[config.mk]
export PLATFORM = sky130hd
export DESIGN_NAME = yuv2rgb_flat
export DESIGN_NICKNAME = d
export VERILOG_FILES = /design/src/rtl/yuv2rgb_pkg.sv /design/src/rtl/yuv2rgb_if.sv /design/src/rtl/yuv_mul_sa.sv /design/src/rtl/yuv2rgb.sv /design/src/flat_wrapper.sv
export SDC_FILE = /design/constraint.sdc
export NUM_CORES = 1
export LEC_CHECK = 0
export BUFFER_PORTS_ARGS = -buffer_cell sky130_fd_sc_hd__buf_2
export CORE_UTILIZATION = 50
export DETAILED_ROUTE_END_ITERATION = 8
export GPL_ROUTABILITY_DRIVEN = 0
export PLACE_DENSITY = 0.67
export SETUP_SLACK_MARGIN = 0.3
export SLEW_MARGIN = 20
export SYNTH_ARGS = -nofsm -noshare
export SYNTH_HDL_FRONTEND = slang
export SYNTH_SLANG_ARGS = --single-unit
[constraint.sdc]
create_clock -name clk -period 11.8 [get_ports clk]
set_clock_uncertainty 0.2 [all_clocks]
set_input_delay 2.36 -clock clk [delete_from_list [all_inputs] [get_ports clk]]
set_output_delay 2.36 -clock clk [all_outputs]
set_load 0.05 [all_outputs]
[src/rtl/yuv2rgb_pkg.sv]
// Shared constants, state encoding and clamp helper for the YUV->RGB converter.
package yuv2rgb_pkg;

    localparam int W_IN  = 9;
    localparam int W_ACC = 19;

    // BT.601 full-range coefficients in Q8
    localparam logic [8:0] CRV = 9'd359;
    localparam logic [8:0] CGU = 9'd88;
    localparam logic [8:0] CGV = 9'd183;
    localparam logic [8:0] CBU = 9'd454;

    localparam logic [8:0]              OFFSET = 9'd128;
    localparam logic signed [W_ACC-1:0] ROUND  = W_ACC'(128);

    typedef enum logic [1:0] {
        IDLE = 2'd0,
        MUL  = 2'd1,
        SUM  = 2'd2,
        DONE = 2'd3
    } state_t;

    // Takes the rounded Q8 sum, drops the fraction (floor) and saturates to 0..255.
    // The sign bit flags a negative result; any set bit above bit 15 means > 255.
    function automatic logic [7:0] clamp8(input logic signed [W_ACC-1:0] s);
        if (s[W_ACC-1])
            return 8'd0;
        else if (|s[W_ACC-2:16])
            return 8'd255;
        else
            return s[15:8];
    endfunction

endpackage

[src/rtl/yuv2rgb_if.sv]
// Pixel handshake bundle: start/done plus the Y/U/V inputs and R/G/B results.
interface yuv2rgb_if;
    import yuv2rgb_pkg::*;

    logic            start;
    logic [W_IN-1:0] inY;
    logic [W_IN-1:0] inU;
    logic [W_IN-1:0] inV;
    logic            done;
    logic [W_IN-1:0] outR;
    logic [W_IN-1:0] outG;
    logic [W_IN-1:0] outB;

    modport master (output start, inY, inU, inV, input done, outR, outG, outB);
    modport slave  (input start, inY, inU, inV, output done, outR, outG, outB);
endinterface

[src/rtl/yuv_mul_sa.sv]
// One serial shift-add multiplier lane: acc = coeff * d, one coefficient bit per step.
module yuv_mul_sa
    import yuv2rgb_pkg::*;
(
    input  logic                    clk,
    input  logic                    rst,
    input  logic                    clr,
    input  logic                    step,
    input  logic [3:0]              k,
    input  logic [8:0]              coeff,
    input  logic signed [8:0]       d,
    output logic signed [W_ACC-1:0] acc
);

    logic signed [W_ACC-1:0] d_ext;
    logic signed [W_ACC-1:0] addend;

    // Partial product for bit k: sign-extended operand shifted into place, or nothing.
    always_comb begin
        d_ext  = {{(W_ACC-9){d[8]}}, d};
        addend = coeff[k] ? (d_ext <<< k) : '0;
    end

    // Accumulate one partial product per step; clr restarts the product.
    always_ff @(posedge clk or posedge rst) begin
        if (rst)
            acc <= '0;
        else if (clr)
            acc <= '0;
        else if (step)
            acc <= acc + addend;
    end

endmodule

[src/rtl/yuv2rgb.sv]
// YUV -> RGB converter: captures a pixel, runs four serial multiplier lanes
// for nine cycles, then rounds, clamps and registers R/G/B with a done pulse.
//
//   state | meaning
//   IDLE  | wait for start; capture Y and the offset U/V, clear lanes
//   MUL   | one coefficient bit per cycle, cnt 0..8
//   SUM   | round, clamp and register outputs, raise done
//   DONE  | drop done, return to IDLE (keeps the 12-clock pixel slot)
module yuv2rgb
    import yuv2rgb_pkg::*;
(
    input  logic      clk,
    input  logic      rst,
    yuv2rgb_if.slave  bus
);

    state_t                  state, state_n;
    logic [3:0]              cnt;
    logic [7:0]              y_q;
    logic signed [8:0]       du_q, dv_q;
    logic                    clr, step;
    logic signed [W_ACC-1:0] acc_rv, acc_gu, acc_gv, acc_bu;
    logic signed [W_ACC-1:0] y_term, r_sum, g_sum, b_sum;
    logic [W_IN-1:0]         r_q, g_q, b_q;
    logic                    done_q;
    logic                    unused_bit8;

    // Bit 8 of the pixel inputs carries no information.
    assign unused_bit8 = ^{bus.inY[8], bus.inU[8], bus.inV[8]};

    yuv_mul_sa u_lane_rv (.clk(clk), .rst(rst), .clr(clr), .step(step), .k(cnt),
                          .coeff(CRV), .d(dv_q), .acc(acc_rv));
    yuv_mul_sa u_lane_gu (.clk(clk), .rst(rst), .clr(clr), .step(step), .k(cnt),
                          .coeff(CGU), .d(du_q), .acc(acc_gu));
    yuv_mul_sa u_lane_gv (.clk(clk), .rst(rst), .clr(clr), .step(step), .k(cnt),
                          .coeff(CGV), .d(dv_q), .acc(acc_gv));
    yuv_mul_sa u_lane_bu (.clk(clk), .rst(rst), .clr(clr), .step(step), .k(cnt),
                          .coeff(CBU), .d(du_q), .acc(acc_bu));

    // State register.
    always_ff @(posedge clk or posedge rst) begin
        if (rst)
            state <= IDLE;
        else
            state <= state_n;
    end

    // Next state and lane control; start only matters in IDLE.
    always_comb begin
        state_n = state;
        clr     = 1'b0;
        step    = 1'b0;
        case (state)
            IDLE: begin
                if (bus.start) begin
                    clr     = 1'b1;
                    state_n = MUL;
                end
            end
            MUL: begin
                step = 1'b1;
                if (cnt == 4'd8)
                    state_n = SUM;
            end
            SUM:     state_n = DONE;
            DONE:    state_n = IDLE;
            default: state_n = IDLE;
        endcase
    end

    // Q8 sums with rounding constant; products come straight from the lanes.
    always_comb begin
        y_term = {{(W_ACC-16){1'b0}}, y_q, 8'd0};
        r_sum  = y_term + acc_rv + ROUND;
        g_sum  = y_term - acc_gu - acc_gv + ROUND;
        b_sum  = y_term + acc_bu + ROUND;
    end

    // Capture, bit counter, output registers and the one-cycle done pulse.
    always_ff @(posedge clk or posedge rst) begin
        if (rst) begin
            y_q    <= '0;
            du_q   <= '0;
            dv_q   <= '0;
            cnt    <= '0;
            r_q    <= '0;
            g_q    <= '0;
            b_q    <= '0;
            done_q <= 1'b0;
        end else begin
            done_q <= 1'b0;
            if (state == IDLE && bus.start) begin
                y_q  <= bus.inY[7:0];
                du_q <= {1'b0, bus.inU[7:0]} - OFFSET;
                dv_q <= {1'b0, bus.inV[7:0]} - OFFSET;
                cnt  <= '0;
            end else if (state == MUL) begin
                cnt <= cnt + 4'd1;
            end
            if (state == SUM) begin
                r_q    <= {1'b0, clamp8(r_sum)};
                g_q    <= {1'b0, clamp8(g_sum)};
                b_q    <= {1'b0, clamp8(b_sum)};
                done_q <= 1'b1;
            end
        end
    end

    assign bus.done = done_q;
    assign bus.outR = r_q;
    assign bus.outG = g_q;
    assign bus.outB = b_q;

endmodule
[src/flat_wrapper.sv]
// flat-port wrapper written by rule: the top's interface ports become plain ports
module yuv2rgb_flat import yuv2rgb_pkg::*;
  (clk, rst, bus_start, bus_inY, bus_inU, bus_inV, bus_done, bus_outR, bus_outG, bus_outB);
  yuv2rgb_if bus_i ();
  input  logic clk;
  input  logic rst;
  input wire logic [$bits(bus_i.start)-1:0] bus_start;
  input wire logic [$bits(bus_i.inY)-1:0] bus_inY;
  input wire logic [$bits(bus_i.inU)-1:0] bus_inU;
  input wire logic [$bits(bus_i.inV)-1:0] bus_inV;
  output wire logic [$bits(bus_i.done)-1:0] bus_done;
  output wire logic [$bits(bus_i.outR)-1:0] bus_outR;
  output wire logic [$bits(bus_i.outG)-1:0] bus_outG;
  output wire logic [$bits(bus_i.outB)-1:0] bus_outB;
  assign bus_i.start = bus_start;
  assign bus_i.inY = bus_inY;
  assign bus_i.inU = bus_inU;
  assign bus_i.inV = bus_inV;
  assign bus_done = bus_i.done;
  assign bus_outR = bus_i.outR;
  assign bus_outG = bus_i.outG;
  assign bus_outB = bus_i.outB;
  yuv2rgb u_core (.clk(clk), .rst(rst), .bus(bus_i));
endmodule
==> impl_metrics.csv <==
group,metric,value,unit
logic_synthesis,synth_cells,1321,
timing,fin_crit_sh,49.9,%
clock_network,cts_max_level,4,
timing,worstMarginPinSlew,1020,ps
die,core,22000,um2
placement,dp_slack,6060,ps
clock_network,clock_sinks,131,
critical_path,worstPathArrival,5970,ps
logic_synthesis,yosysMostFrequentCell,"nor2_1",
grt,grt_util_met3,3.81,%
routing,drc,3,
hold_path,whs_path_depth,1,
logic_synthesis,ys_warn_count,0,
critical_path,timing.rr.end,"u_core.u_lane_gv.acc[17]",
grt,busiest_layer,"met2",
grt,antenna_found_initial,0,
clock_network,clockBufferDepth,2,
final_layout,fillers,2017,
logic_synthesis,synth_cell_type_count,79,
grt,use_met2,42.0,%
timing,fin_ws,5910,ps
critical_path,rrSetupSlack,5910,ps
critical_path,worst_ep_required_time,11880,ps
die,fp.dieW,152,um
logic_synthesis,synth_seq_cells,131,
timing,setup_viol,0,
logic_synthesis,yosysTopAreaCellShare,29.1,%
routing,vias,9516,
clock_network,cts_tree,"done",
routing,viasPerCell,5.81,
logic_synthesis,ys.flop_type,"dfrtp_1",
grt,grt_pass1_wl,46200,um
final_layout,syn2layout_area_growth,9.38,%
timing,slew_violations,0,
critical_path,crit_type,"flop to flop",
final_layout,finish.utilization,56.2,%
final_layout,nNetsFinal,1510,
clock_network,numCtsBuffers,17,
routing,drt_wl_total,27900,um
clock_network,hold_buffers,0,
logic_synthesis,yosys.area.top_type,"dfrtp_1",
logic_synthesis,async_reset_ff_share,100,%
critical_path,reg2reg_depth,17,
status,violations,"design-rule violations",
die,die_h,152,um
clock_network,clk_latency,430,ps
timing,timing.final.hold_violations,0,
grt,track_usage,24.9,%
routing,drt_iter0_markers,555,
grt,grt-ovfl-total,0,
hold_path,min_to,"u_core.bus.outG[6]",
hold_path,min_from,"u_core.bus.outG[6]",
die,die_area,23200,um2
critical_path,endpoint_kind,"flop",
final_layout,drive_above_1_share,9.13,%
routing,ant_nets,0,
grt,use_met1,32.7,%
routing,wl_per_cell,17.1,um
logic_synthesis,synthTopCellsByCount,"171 x nor2_1, 135 x nand2_1, 131 x dfrtp_1, 121 x ha_1, 98 x a21oi_1",
clock_network,cts_root_buffer,"clkbuf_16",
timing,min_period,5890,ps
routing,firstDrtPassIters,7,
timing,max_freq,170,MHz
placement,dpl.hpwl,20300,um
timing,fin_tns_setup,0,ps
die,row_count,54,
logic_synthesis,synth_area_leaders,"dfrtp_1 29%, ha_1 13%, mux2i_1 6.8%",
hold_path,hold_path.class,"flop to flop",
critical_path,rr_startpoint,"u_core.cnt[1]",
critical_path,cp-start-kind,"flop",
logic_synthesis,synth_area,11300,um2
clock_network,clk_pin_slew,60,ps
die,initial_core_util,51.4,%
status,status,"complete, but fails checks",
die,io_pins,58,
run,cap_violations,0,
grt,grt_pass1_vias,9294,
logic_synthesis,synth_edf_count,0,
timing,slew_headroom,31.3,%
clock_network,cts_resized,0,
logic_synthesis,syn_avg_cell_area,8.54,um2
final_layout,diodes,0,
clock_network,cts_setup_buffers,0,
logic_synthesis,seq_area_frac_synth,29.1,%
placement,numPortBuffers,51,
critical_path,critPathMaxFanout,35,
timing,rsz0062_at_grt,"no",
grt,grt_max_degree,97,
-- cell type report --
cell class,instances,area [um2],share of cell area (%)
tap,280,350,2.84
clock buffer,22,474,3.84
timing repair buffer,58,320,2.60
multi-input combinational,1059,7510,60.9
clock inverter,10,106,0.862
sequential,131,3280,26.6
inverter,78,298,2.41
-- registers in the layout, summed over array words and instances (netlist names), 2 cells and up --
name,flops
u_core.u_lane_bu.acc,19
u_core.bus.outB,8
u_core.u_lane_rv.acc,19
u_core.u_lane_gu.acc,19
u_core.dv_q,8
u_core.du_q,8
u_core.state,2
u_core.u_lane_gv.acc,19
u_core.y_q,8
u_core.cnt,4
u_core.bus.outG,8
u_core.bus.outR,8
-- critical path, cell delays in order (launching register included) --
cell and delay, ps:
dfrtp_1 1020, inv_2 280, ha_1 420, inv_1 50, a21oi_1 270, nand2_1 370
nor4_1 550, ha_1 340, a21o_1 180, a21o_1 200, a21o_1 210, o31a_1 260
a41oi_1 310, a211oi_1 160, a31oi_1 430, o21ai_1 180, mux2i_1 190, o311ai_1 110
-- cell families (layout without fill, tap and decap cells) --
logic type / Yosys count / count (layout) / synth area share, %
flip-flops: 131 / 131 / 29.1
buffers and inverters: 133 / 168 / 4.55
other: 1 / 3 / 0.0332
adder cells (fa/ha/maj): 135 / 135 / 15.9
AND/OR/NAND/NOR: 445 / 445 / 17.9
multiplexers: 86 / 86 / 7.76
XOR/XNOR: 84 / 84 / 6.52
AO/OA/AOI/OAI: 306 / 306 / 18.2
-- stage by stage --
step                cells  hold WS [ps]  instance area (um2)
floorplan            1323           258                11300
global placement     1605           268                11700
detailed placement   1605           273                11700
CTS                  1637           288                12300
global route         1638           302                12300
finish               1638           280                12300
-- worst max path at each step --
stage                  start  cells past startpoint  slack, ps                        to
2_1_floorplan            rst                      1       5740           u_core.bus.done
3_3_place_gp   u_core.cnt[1]                     17       6110  u_core.u_lane_gv.acc[17]
3_5_place_dp   u_core.cnt[1]                     17       6060  u_core.u_lane_gv.acc[17]
4_1_cts        u_core.cnt[1]                     17       6000  u_core.u_lane_gv.acc[17]
5_1_grt        u_core.cnt[1]                     17       5690  u_core.u_lane_gv.acc[17]
6_report       u_core.cnt[1]                     17       5910  u_core.u_lane_gv.acc[17]
-- layout by cell type (no fill, tap or decap), types with 24 or more instances in the layout --
| cell | netlist | final |
|---|---|---|
| mux2i_1 | 77 | 77 |
| o21ai_0 | 43 | 43 |
| ha_1 | 121 | 120 |
| nand2_1 | 135 | 135 |
| xor2_1 | 24 | 24 |
| xnor2_1 | 60 | 60 |
| buf_2 | 2 | 51 |
| nor2_1 | 171 | 171 |
| inv_1 | 76 | 75 |
| a21oi_1 | 98 | 98 |
| a21o_1 | 30 | 30 |
| dfrtp_1 | 131 | 131 |
-- layer usage --
| layer | vias to the layer above | part of all wire [%] |
|---|---|---|
| met5 | - | 0 |
| met3 | 37 | 4.1 |
| li1 | 4693 | - |
| met4 | 0 | 1.9 |
| met2 | 190 | 47 |
| met1 | 4596 | 47 |
Power is left out: the tool's default activity adds up to more than one toggle a clock period on the data nets, which glitch-free logic cannot reach.
